`config.mk`:
```
export PLATFORM = sky130hd
export DESIGN_NAME = d_cache_control_flat
export DESIGN_NICKNAME = d
export VERILOG_FILES = /design/src/rtl/d_cache_control_pkg.sv /design/src/rtl/d_cache_control_if.sv /design/src/rtl/d_cache_control_perf_counters.sv /design/src/rtl/d_cache_control.sv /design/src/flat_wrapper.sv
export SDC_FILE = /design/constraint.sdc
export NUM_CORES = 1
export LEC_CHECK = 0
export CAP_MARGIN = 20
export CORE_AREA = 2 2 39 41
export DETAILED_ROUTE_END_ITERATION = 10
export DIE_AREA = 0 0 41 43
export DONT_BUFFER_PORTS = 1
export PLACE_DENSITY = 0.45
export SLEW_MARGIN = 20
export SYNTH_ARGS = -nofsm -noshare
export SYNTH_HDL_FRONTEND = slang
export SYNTH_SLANG_ARGS = --single-unit
```
`constraint.sdc`:
```
create_clock -name clk -period 1.2 [get_ports clk]
set_input_delay 0.3 -clock clk [delete_from_list [all_inputs] [get_ports clk]]
set_output_delay 0.3 -clock clk [all_outputs]
set_load 0.05 [all_outputs]
```
`src/rtl/d_cache_control_pkg.sv`:
```
// Shared types for the L1 data cache controller: FSM state encoding and address geometry.
// No logic; no latency; no backpressure.
// 2-way, 8-set, 16-byte-line cache: address = {tag[15:7], index[6:4], offset[3:0]}.
package d_cache_control_pkg;

  localparam int C_OFFSET_BITS = 4;
  localparam int C_INDEX_BITS  = 3;
  localparam int C_TAG_BITS    = 9;

  typedef logic [C_TAG_BITS+C_INDEX_BITS-1:0] lc3b_c_line_addr;

  typedef enum logic [1:0] {
    IDLE      = 2'd0,
    CHECK     = 2'd1,
    WRITEBACK = 2'd2,
    ALLOCATE  = 2'd3
  } d_cache_state_t;

  // Line-aligned byte address for a 12-bit line number.
  function automatic logic [15:0] line_to_addr(input lc3b_c_line_addr line);
    return {line, {C_OFFSET_BITS{1'b0}}};
  endfunction

endpackage

```
`src/rtl/d_cache_control_if.sv`:
```
// CPU-side and pmem-side request/response bundle of the data cache controller.
// No logic; no latency; requests are held by the requester until the matching resp pulse.
// slave = controller view, master = CPU + memory environment view.
interface d_cache_control_if;
  logic        mem_read;
  logic        mem_write;
  logic [15:0] mem_address;
  logic        mem_resp;
  logic        pmem_read;
  logic        pmem_write;
  logic [15:0] pmem_address;
  logic        pmem_resp;

  modport slave (
    input  mem_read, mem_write, mem_address, pmem_resp,
    output mem_resp, pmem_read, pmem_write, pmem_address
  );

  modport master (
    output mem_read, mem_write, mem_address, pmem_resp,
    input  mem_resp, pmem_read, pmem_write, pmem_address
  );
endinterface

```
`src/rtl/d_cache_control_perf_counters.sv`:
```
// Saturating hit/miss/writeback event counters, used only under D_CACHE_PERF_CNT_EN.
// Latency: count visible the cycle after the event; no backpressure (events never stall).
// perf_clr is synchronous and wins over a same-cycle increment.
module d_cache_perf_counters #(
  parameter int CNT_WIDTH = 16
) (
  input  logic                 clk,
  input  logic                 rst_n,
  input  logic                 perf_clr,
  input  logic                 hit_evt,
  input  logic                 miss_evt,
  input  logic                 wb_evt,
  output logic [CNT_WIDTH-1:0] hit_count,
  output logic [CNT_WIDTH-1:0] miss_count,
  output logic [CNT_WIDTH-1:0] wb_count
);

  localparam logic [CNT_WIDTH-1:0] CNT_MAX = '1;
  localparam logic [CNT_WIDTH-1:0] CNT_ONE = {{(CNT_WIDTH-1){1'b0}}, 1'b1};

  function automatic logic [CNT_WIDTH-1:0] sat_inc(input logic [CNT_WIDTH-1:0] v, input logic en);
    return (en && (v != CNT_MAX)) ? v + CNT_ONE : v;
  endfunction

  always_ff @(posedge clk or negedge rst_n) begin
    if (!rst_n) begin
      hit_count  <= '0;
      miss_count <= '0;
      wb_count   <= '0;
    end else if (perf_clr) begin
      hit_count  <= '0;
      miss_count <= '0;
      wb_count   <= '0;
    end else begin
      hit_count  <= sat_inc(hit_count, hit_evt);
      miss_count <= sat_inc(miss_count, miss_evt);
      wb_count   <= sat_inc(wb_count, wb_evt);
    end
  end

endmodule

```
`src/rtl/d_cache_control.sv`:
```
// Sequencing FSM for the 2-way write-back L1 D-cache: hit service, dirty writeback, line allocate.
// Latency: read/write hit resp 2nd cycle after request; miss adds pmem round trip(s). D_CACHE_PERF_CNT_EN adds counters.
// Backpressure: blocking, one outstanding CPU request; pmem requests held until pmem_resp.
module d_cache_control
  import d_cache_control_pkg::*;
#(
  parameter int CNT_WIDTH = 16
) (
  input  logic                  clk,
  input  logic                  rst_n,
  d_cache_control_if.slave      bus,
  input  logic                  hit,
  input  logic                  curr_way,
  input  logic                  lru_out,
  input  logic                  dirty0_out,
  input  logic                  dirty1_out,
  input  logic [C_TAG_BITS-1:0] pmem_tag,
  output logic                  ld_cache,
  output logic                  ld_lru,
  output logic                  ld_dirty0,
  output logic                  ld_dirty1,
  output logic                  dirty0_in,
  output logic                  dirty1_in,
  output logic                  writecachemux_sel,
  output logic                  data0mux_sel,
  output logic                  data1mux_sel,
  output logic                  ld_from_vic
`ifdef D_CACHE_PERF_CNT_EN
  ,
  input  logic                  perf_clr,
  output logic [CNT_WIDTH-1:0]  hit_count,
  output logic [CNT_WIDTH-1:0]  miss_count,
  output logic [CNT_WIDTH-1:0]  wb_count
`endif
);

  d_cache_state_t  state;
  logic            req;
  logic            is_write;
  logic            victim_dirty;
  lc3b_c_line_addr victim_line;
  lc3b_c_line_addr req_line;

  assign req          = bus.mem_read | bus.mem_write;
  assign is_write     = bus.mem_write;
  assign victim_dirty = lru_out ? dirty1_out : dirty0_out;
  assign victim_line  = {pmem_tag, bus.mem_address[6:4]};
  assign req_line     = bus.mem_address[15:4];
  assign ld_from_vic  = 1'b0;

  // A request dropped mid-miss lets the pmem transfer finish, then parks in IDLE.
  always_ff @(posedge clk or negedge rst_n) begin
    if (!rst_n) begin
      state <= IDLE;
    end else begin
      case (state)
        IDLE:      if (req) state <= CHECK;
        CHECK: begin
          if (!req || hit)       state <= IDLE;
          else if (victim_dirty) state <= WRITEBACK;
          else                   state <= ALLOCATE;
        end
        WRITEBACK: if (bus.pmem_resp) state <= req ? ALLOCATE : IDLE;
        ALLOCATE:  if (bus.pmem_resp) state <= req ? CHECK : IDLE;
        default:   state <= IDLE;
      endcase
    end
  end

  always_comb begin
    bus.mem_resp      = 1'b0;
    bus.pmem_read     = 1'b0;
    bus.pmem_write    = 1'b0;
    bus.pmem_address  = '0;
    ld_cache          = 1'b0;
    ld_lru            = 1'b0;
    ld_dirty0         = 1'b0;
    ld_dirty1         = 1'b0;
    dirty0_in         = 1'b0;
    dirty1_in         = 1'b0;
    writecachemux_sel = 1'b0;
    data0mux_sel      = 1'b0;
    data1mux_sel      = 1'b0;
    case (state)
      CHECK: begin
        if (req && hit) begin
          bus.mem_resp = 1'b1;
          ld_lru       = 1'b1;
          if (is_write) begin
            writecachemux_sel = 1'b1;
            if (curr_way) begin
              data1mux_sel = 1'b1;
              ld_dirty1    = 1'b1;
              dirty1_in    = 1'b1;
            end else begin
              data0mux_sel = 1'b1;
              ld_dirty0    = 1'b1;
              dirty0_in    = 1'b1;
            end
          end
        end
      end
      WRITEBACK: begin
        bus.pmem_write   = 1'b1;
        bus.pmem_address = line_to_addr(victim_line);
        if (bus.pmem_resp) begin
          ld_dirty0 = ~lru_out;
          ld_dirty1 = lru_out;
        end
      end
      ALLOCATE: begin
        bus.pmem_read    = 1'b1;
        bus.pmem_address = line_to_addr(req_line);
        if (bus.pmem_resp) begin
          ld_cache  = 1'b1;
          ld_dirty0 = ~lru_out;
          ld_dirty1 = lru_out;
        end
      end
      default: ;
    endcase
  end

`ifdef D_CACHE_PERF_CNT_EN
  logic hit_evt, miss_evt, wb_evt;

  assign hit_evt  = (state == CHECK) && req && hit;
  assign miss_evt = (state == CHECK) && req && !hit;
  assign wb_evt   = (state == WRITEBACK) && bus.pmem_resp;

  d_cache_perf_counters #(.CNT_WIDTH(CNT_WIDTH)) u_perf (
    .clk        (clk),
    .rst_n      (rst_n),
    .perf_clr   (perf_clr),
    .hit_evt    (hit_evt),
    .miss_evt   (miss_evt),
    .wb_evt     (wb_evt),
    .hit_count  (hit_count),
    .miss_count (miss_count),
    .wb_count   (wb_count)
  );
`endif

endmodule

```
`src/flat_wrapper.sv`:
```
// flat-port wrapper written by rule: the top's interface ports become plain ports
module d_cache_control_flat import d_cache_control_pkg::*;
#(
  parameter int CNT_WIDTH = 16
)
  (clk, rst_n, hit, curr_way, lru_out, dirty0_out, dirty1_out, pmem_tag, ld_cache, ld_lru, ld_dirty0, ld_dirty1, dirty0_in, dirty1_in, writecachemux_sel, data0mux_sel, data1mux_sel, ld_from_vic, bus_mem_read, bus_mem_write, bus_mem_address, bus_pmem_resp, bus_mem_resp, bus_pmem_read, bus_pmem_write, bus_pmem_address);
  d_cache_control_if bus_i ();
  input  logic clk;
  input  logic rst_n;
  input  logic hit;
  input  logic curr_way;
  input  logic lru_out;
  input  logic dirty0_out;
  input  logic dirty1_out;
  input  logic [C_TAG_BITS-1:0] pmem_tag;
  output logic ld_cache;
  output logic ld_lru;
  output logic ld_dirty0;
  output logic ld_dirty1;
  output logic dirty0_in;
  output logic dirty1_in;
  output logic writecachemux_sel;
  output logic data0mux_sel;
  output logic data1mux_sel;
  output logic ld_from_vic;
  input wire logic [$bits(bus_i.mem_read)-1:0] bus_mem_read;
  input wire logic [$bits(bus_i.mem_write)-1:0] bus_mem_write;
  input wire logic [$bits(bus_i.mem_address)-1:0] bus_mem_address;
  input wire logic [$bits(bus_i.pmem_resp)-1:0] bus_pmem_resp;
  output wire logic [$bits(bus_i.mem_resp)-1:0] bus_mem_resp;
  output wire logic [$bits(bus_i.pmem_read)-1:0] bus_pmem_read;
  output wire logic [$bits(bus_i.pmem_write)-1:0] bus_pmem_write;
  output wire logic [$bits(bus_i.pmem_address)-1:0] bus_pmem_address;
  assign bus_i.mem_read = bus_mem_read;
  assign bus_i.mem_write = bus_mem_write;
  assign bus_i.mem_address = bus_mem_address;
  assign bus_i.pmem_resp = bus_pmem_resp;
  assign bus_mem_resp = bus_i.mem_resp;
  assign bus_pmem_read = bus_i.pmem_read;
  assign bus_pmem_write = bus_i.pmem_write;
  assign bus_pmem_address = bus_i.pmem_address;
  d_cache_control #(.CNT_WIDTH(CNT_WIDTH)) u_core (.clk(clk), .rst_n(rst_n), .bus(bus_i), .hit(hit), .curr_way(curr_way), .lru_out(lru_out), .dirty0_out(dirty0_out), .dirty1_out(dirty1_out), .pmem_tag(pmem_tag), .ld_cache(ld_cache), .ld_lru(ld_lru), .ld_dirty0(ld_dirty0), .ld_dirty1(ld_dirty1), .dirty0_in(dirty0_in), .dirty1_in(dirty1_in), .writecachemux_sel(writecachemux_sel), .data0mux_sel(data0mux_sel), .data1mux_sel(data1mux_sel), .ld_from_vic(ld_from_vic));
endmodule
```
==> metrics.md <==
| Metric | Value |
|---|---|
| CTS Buf Count | 3 |
| Initial antenna violation count | 0 |
| Starting Density | 31.2% |
| CTS sink count | 2 |
| Fin util | 82.3% |
| Most frequent cells in the layout | buf_12, nor2_4, mux2i_4, buf_4, conb_1 |
| Worst Setup SP | u_core.state[1] |
| Number of port buffers | 0 |
| Full die area | 0.00176 mm² |
| Period minus WS final | 1630 ps |
| Pint | 1590 µW |
| CTS H-Tree Depth | 1 |
| Max reg flops | 2 |
| Biggest register | u_core.state |
| Share of power burned in registers | 4.3% |
| Root Driver | clkbuf_4 |
| Vias in the first global route | 552 |
| Violated checks | setup timing |
| Die height | 43 µm |
| First-pass iteration count of the detailed router | 3 |
| Clk buf depth | 2 |
| Crit path capture | data1mux_sel |
| Post-synthesis register bit count | 2 |
| Critical path capture point type | output pin |
| Number of max-cap violations | 0 |
| Synth Warn # | 0 |
| Setup CP Type | register to output pin |
| GRT overflow | 0 |
| Delay-heaviest family, CP | simple AND/OR/NAND/NOR gates |
| Peak VDD IR | 1730 µV |
| Hpwl dp | 1.20 mm |
| Final Hold Fails | 0 |
| Horiz. Die Dim | 41 µm |
| Synthesized instance count | 59 |
| Pwr per Cell Area | 2810 mW/mm² |
| RR Endpoint | u_core.state[0] |
| Net Switching | 1610 µW |
| Ant. Diodes | 0 |
| Worst slack, placed | -201 ps |
| Flop-to-flop setup slack | 120 ps |
| CP arrival | 1330 ps |
| CTS tree | built |
| Net Sw Frac | 50.4% |
| Count of different cell masters after synthesis | 22 |
| Largest net degree at the start of global routing | 15 |
| Critical path's slowest cell | dfrtp_1 |
| Storage element area | 50.0 µm² |
| CP Max Fanout | 3 |
| Initial DRC Count | 2 |
| Clock Pin Slew Worst Setup and Hold Paths | 30 ps |
| Core Footprint | 0.00138 mm² |
| Average cell area after synthesis | 7.32 µm² |
| Bufs and invs on worst path | 2 |
| Max Fclk | 614 MHz |
| ANT nets after route | 0 |
| Area of the multi-input gates | 510 µm² |
| Fin worst setup slack | -429 ps |
| Crit-path max cell delay | 410 ps |
| Std cell rows | 14 |
| Layout cells sized above 1 | 76.5% |
| Logic pwr share | 91.0% |
| Final-report max-slew violation count | 0 |
| Worst Reg2Reg Path Length in Cells | 5 |
| Crit-path cells | nor2b_4, nand3_4, inv_8, and2_4, buf_12 |
| P_leak | 0.000443 µW |
| Fin nets | 122 |
| Routed WL | 1.63 mm |
| Worst-Skew Late Latency | 230 ps |
| DR vias/cell | 5.09 |
| # IOs | 64 |
| Startpoint class of the critical path | register |
| Total GRT Usage | 19.3% |
| WL per Instance | 16.1 µm |
| Required time worst endpoint | 900 ps |
| Clock power share | 4.7% |
| Via count | 514 |
| Clock Skew | 0.562 ps |
| Area of the mapped netlist | 432 µm² |
| Tightest Hold Check Type | primary input to register |
| Dpl cells | 93 |
| Synth-to-Final Area Change | 164% |
| Setup-failing EPs final | 24 |
| First-pass GRT wire length | 2.36 mm |
| DRC | 0 |
| Commonest non-fill, non-tap cell in the layout | buf_12 |
| Outcome | complete, but fails checks |
| GP Congestion | 0.550 |
| Fill cell count | 80 |
| Final period util | 136% |
| Sequential area share after synthesis | 11.6% |
| Reg-to-reg startpoint | u_core.state[1] |
| RSZ-0062 raised after global routing | true |
| Largest registers | u_core.state: 2 flops |
| Crit path depth | 5 |
| Final cell count without fillers | 101 |
## area by class of cell
type / instances / area share (%)
Clock buffer: 3 / 1.98
Inverter: 3 / 1.65
Multi-Input combinational cell: 46 / 44.8
Sequential cell: 2 / 4.40
Tap cell: 16 / 1.76
Timing Repair Buffer: 31 / 45.4
## how the worst min path moves through the flow
stage               start              end  slack (ps)  cells after the start
detailed placement  rst_n  u_core.state[1]           4                      0
global placement    rst_n  u_core.state[0]           4                      0
CTS                   hit  u_core.state[1]         150                      1
floorplan           rst_n  u_core.state[0]           4                      0
global route          hit  u_core.state[1]         160                      1
finish                hit  u_core.state[1]         160                      1
## through the flow
step                      hold WS (ps)  total power, µW  TNS (ps)  instance area, µm²
final                              159             3200     -8730                1140
after global routing               164             3320     -9650                1140
after CTS                          152             3140     -8810                1110
after detailed placement          4.46             2700     -3220                 963
after global placement            4.46             2660     -2630                 963
after floorplan                   4.41             1840     -3420                 609
## worst reg2reg max path: stages (launching register included)
cell     delay, ps
dfrtp_1        410
nor2b_4        170
buf_4          130
buf_4           90
o31a_1         130
a21oi_2         30
## cell families (layout without fill, tap and decap cells)
kind of cell           count (synthesis)  after routing  synth area share (%)
buffers and inverters                 15             37                  21.7
multiplexers                          10             10                  24.3
other                                  1              5                 0.869
AND/OR/NAND/NOR                       23             23                  27.8
flip-flops                             2              2                  11.6
AO/OA/AOI/OAI                          8              8                  13.6
## layer usage
metal	vias to the layer above	GRT usage, %	routed length (µm)
li1	237	-	-
met1	244	20.7	504
met2	31	36.6	976
met3	2	2.62	136
met4	0	4.00	10
met5	-	0	0
## synthesized netlist by cell type (all sizes together)
| cell type | count | area, µm² |
|---|---|---|
| mux2 | 1 | 15.0 |
| nand2b | 1 | 6.26 |
| and2 | 5 | 31.3 |
| and3 | 1 | 6.26 |
| o22ai | 2 | 12.5 |
| buf | 12 | 82.6 |
| a21oi | 1 | 8.76 |
| conb | 1 | 3.75 |
| o21ai | 2 | 10.0 |
| nand3 | 1 | 10.0 |
| nand2 | 1 | 3.75 |
| dfrtp | 2 | 50.1 |
| a32o | 1 | 10.0 |
| mux2i | 9 | 90.1 |
| nor2b | 1 | 13.8 |
| inv | 3 | 11.3 |
| o2bb2ai | 1 | 8.76 |
| o31a | 1 | 8.76 |
| nor2 | 13 | 48.8 |
## power by group through the flow
| stage | combinational [µW] | clock (µW) | sequential, µW |
|---|---|---|---|
| 6_report | 2910 | 152 | 137 |
| 5_1_grt | 3020 | 162 | 138 |
| 4_1_cts | 2850 | 157 | 136 |
| 3_5_place_dp | 2570 | 0 | 130 |
| 3_3_place_gp | 2530 | 0 | 129 |
| 2_1_floorplan | 1730 | 0 | 114 |
## timing repair
action | CTS | global route
pin swaps | 2 | 0
hold buffers | 1 | 0
endpoints found under the setup margin | 24 | 24
setup buffers | 3 | 1
endpoints found under the hold margin | 2 | 0
resized for setup | 18 | 3
Note: power is estimated with default switching activity, not from simulation.
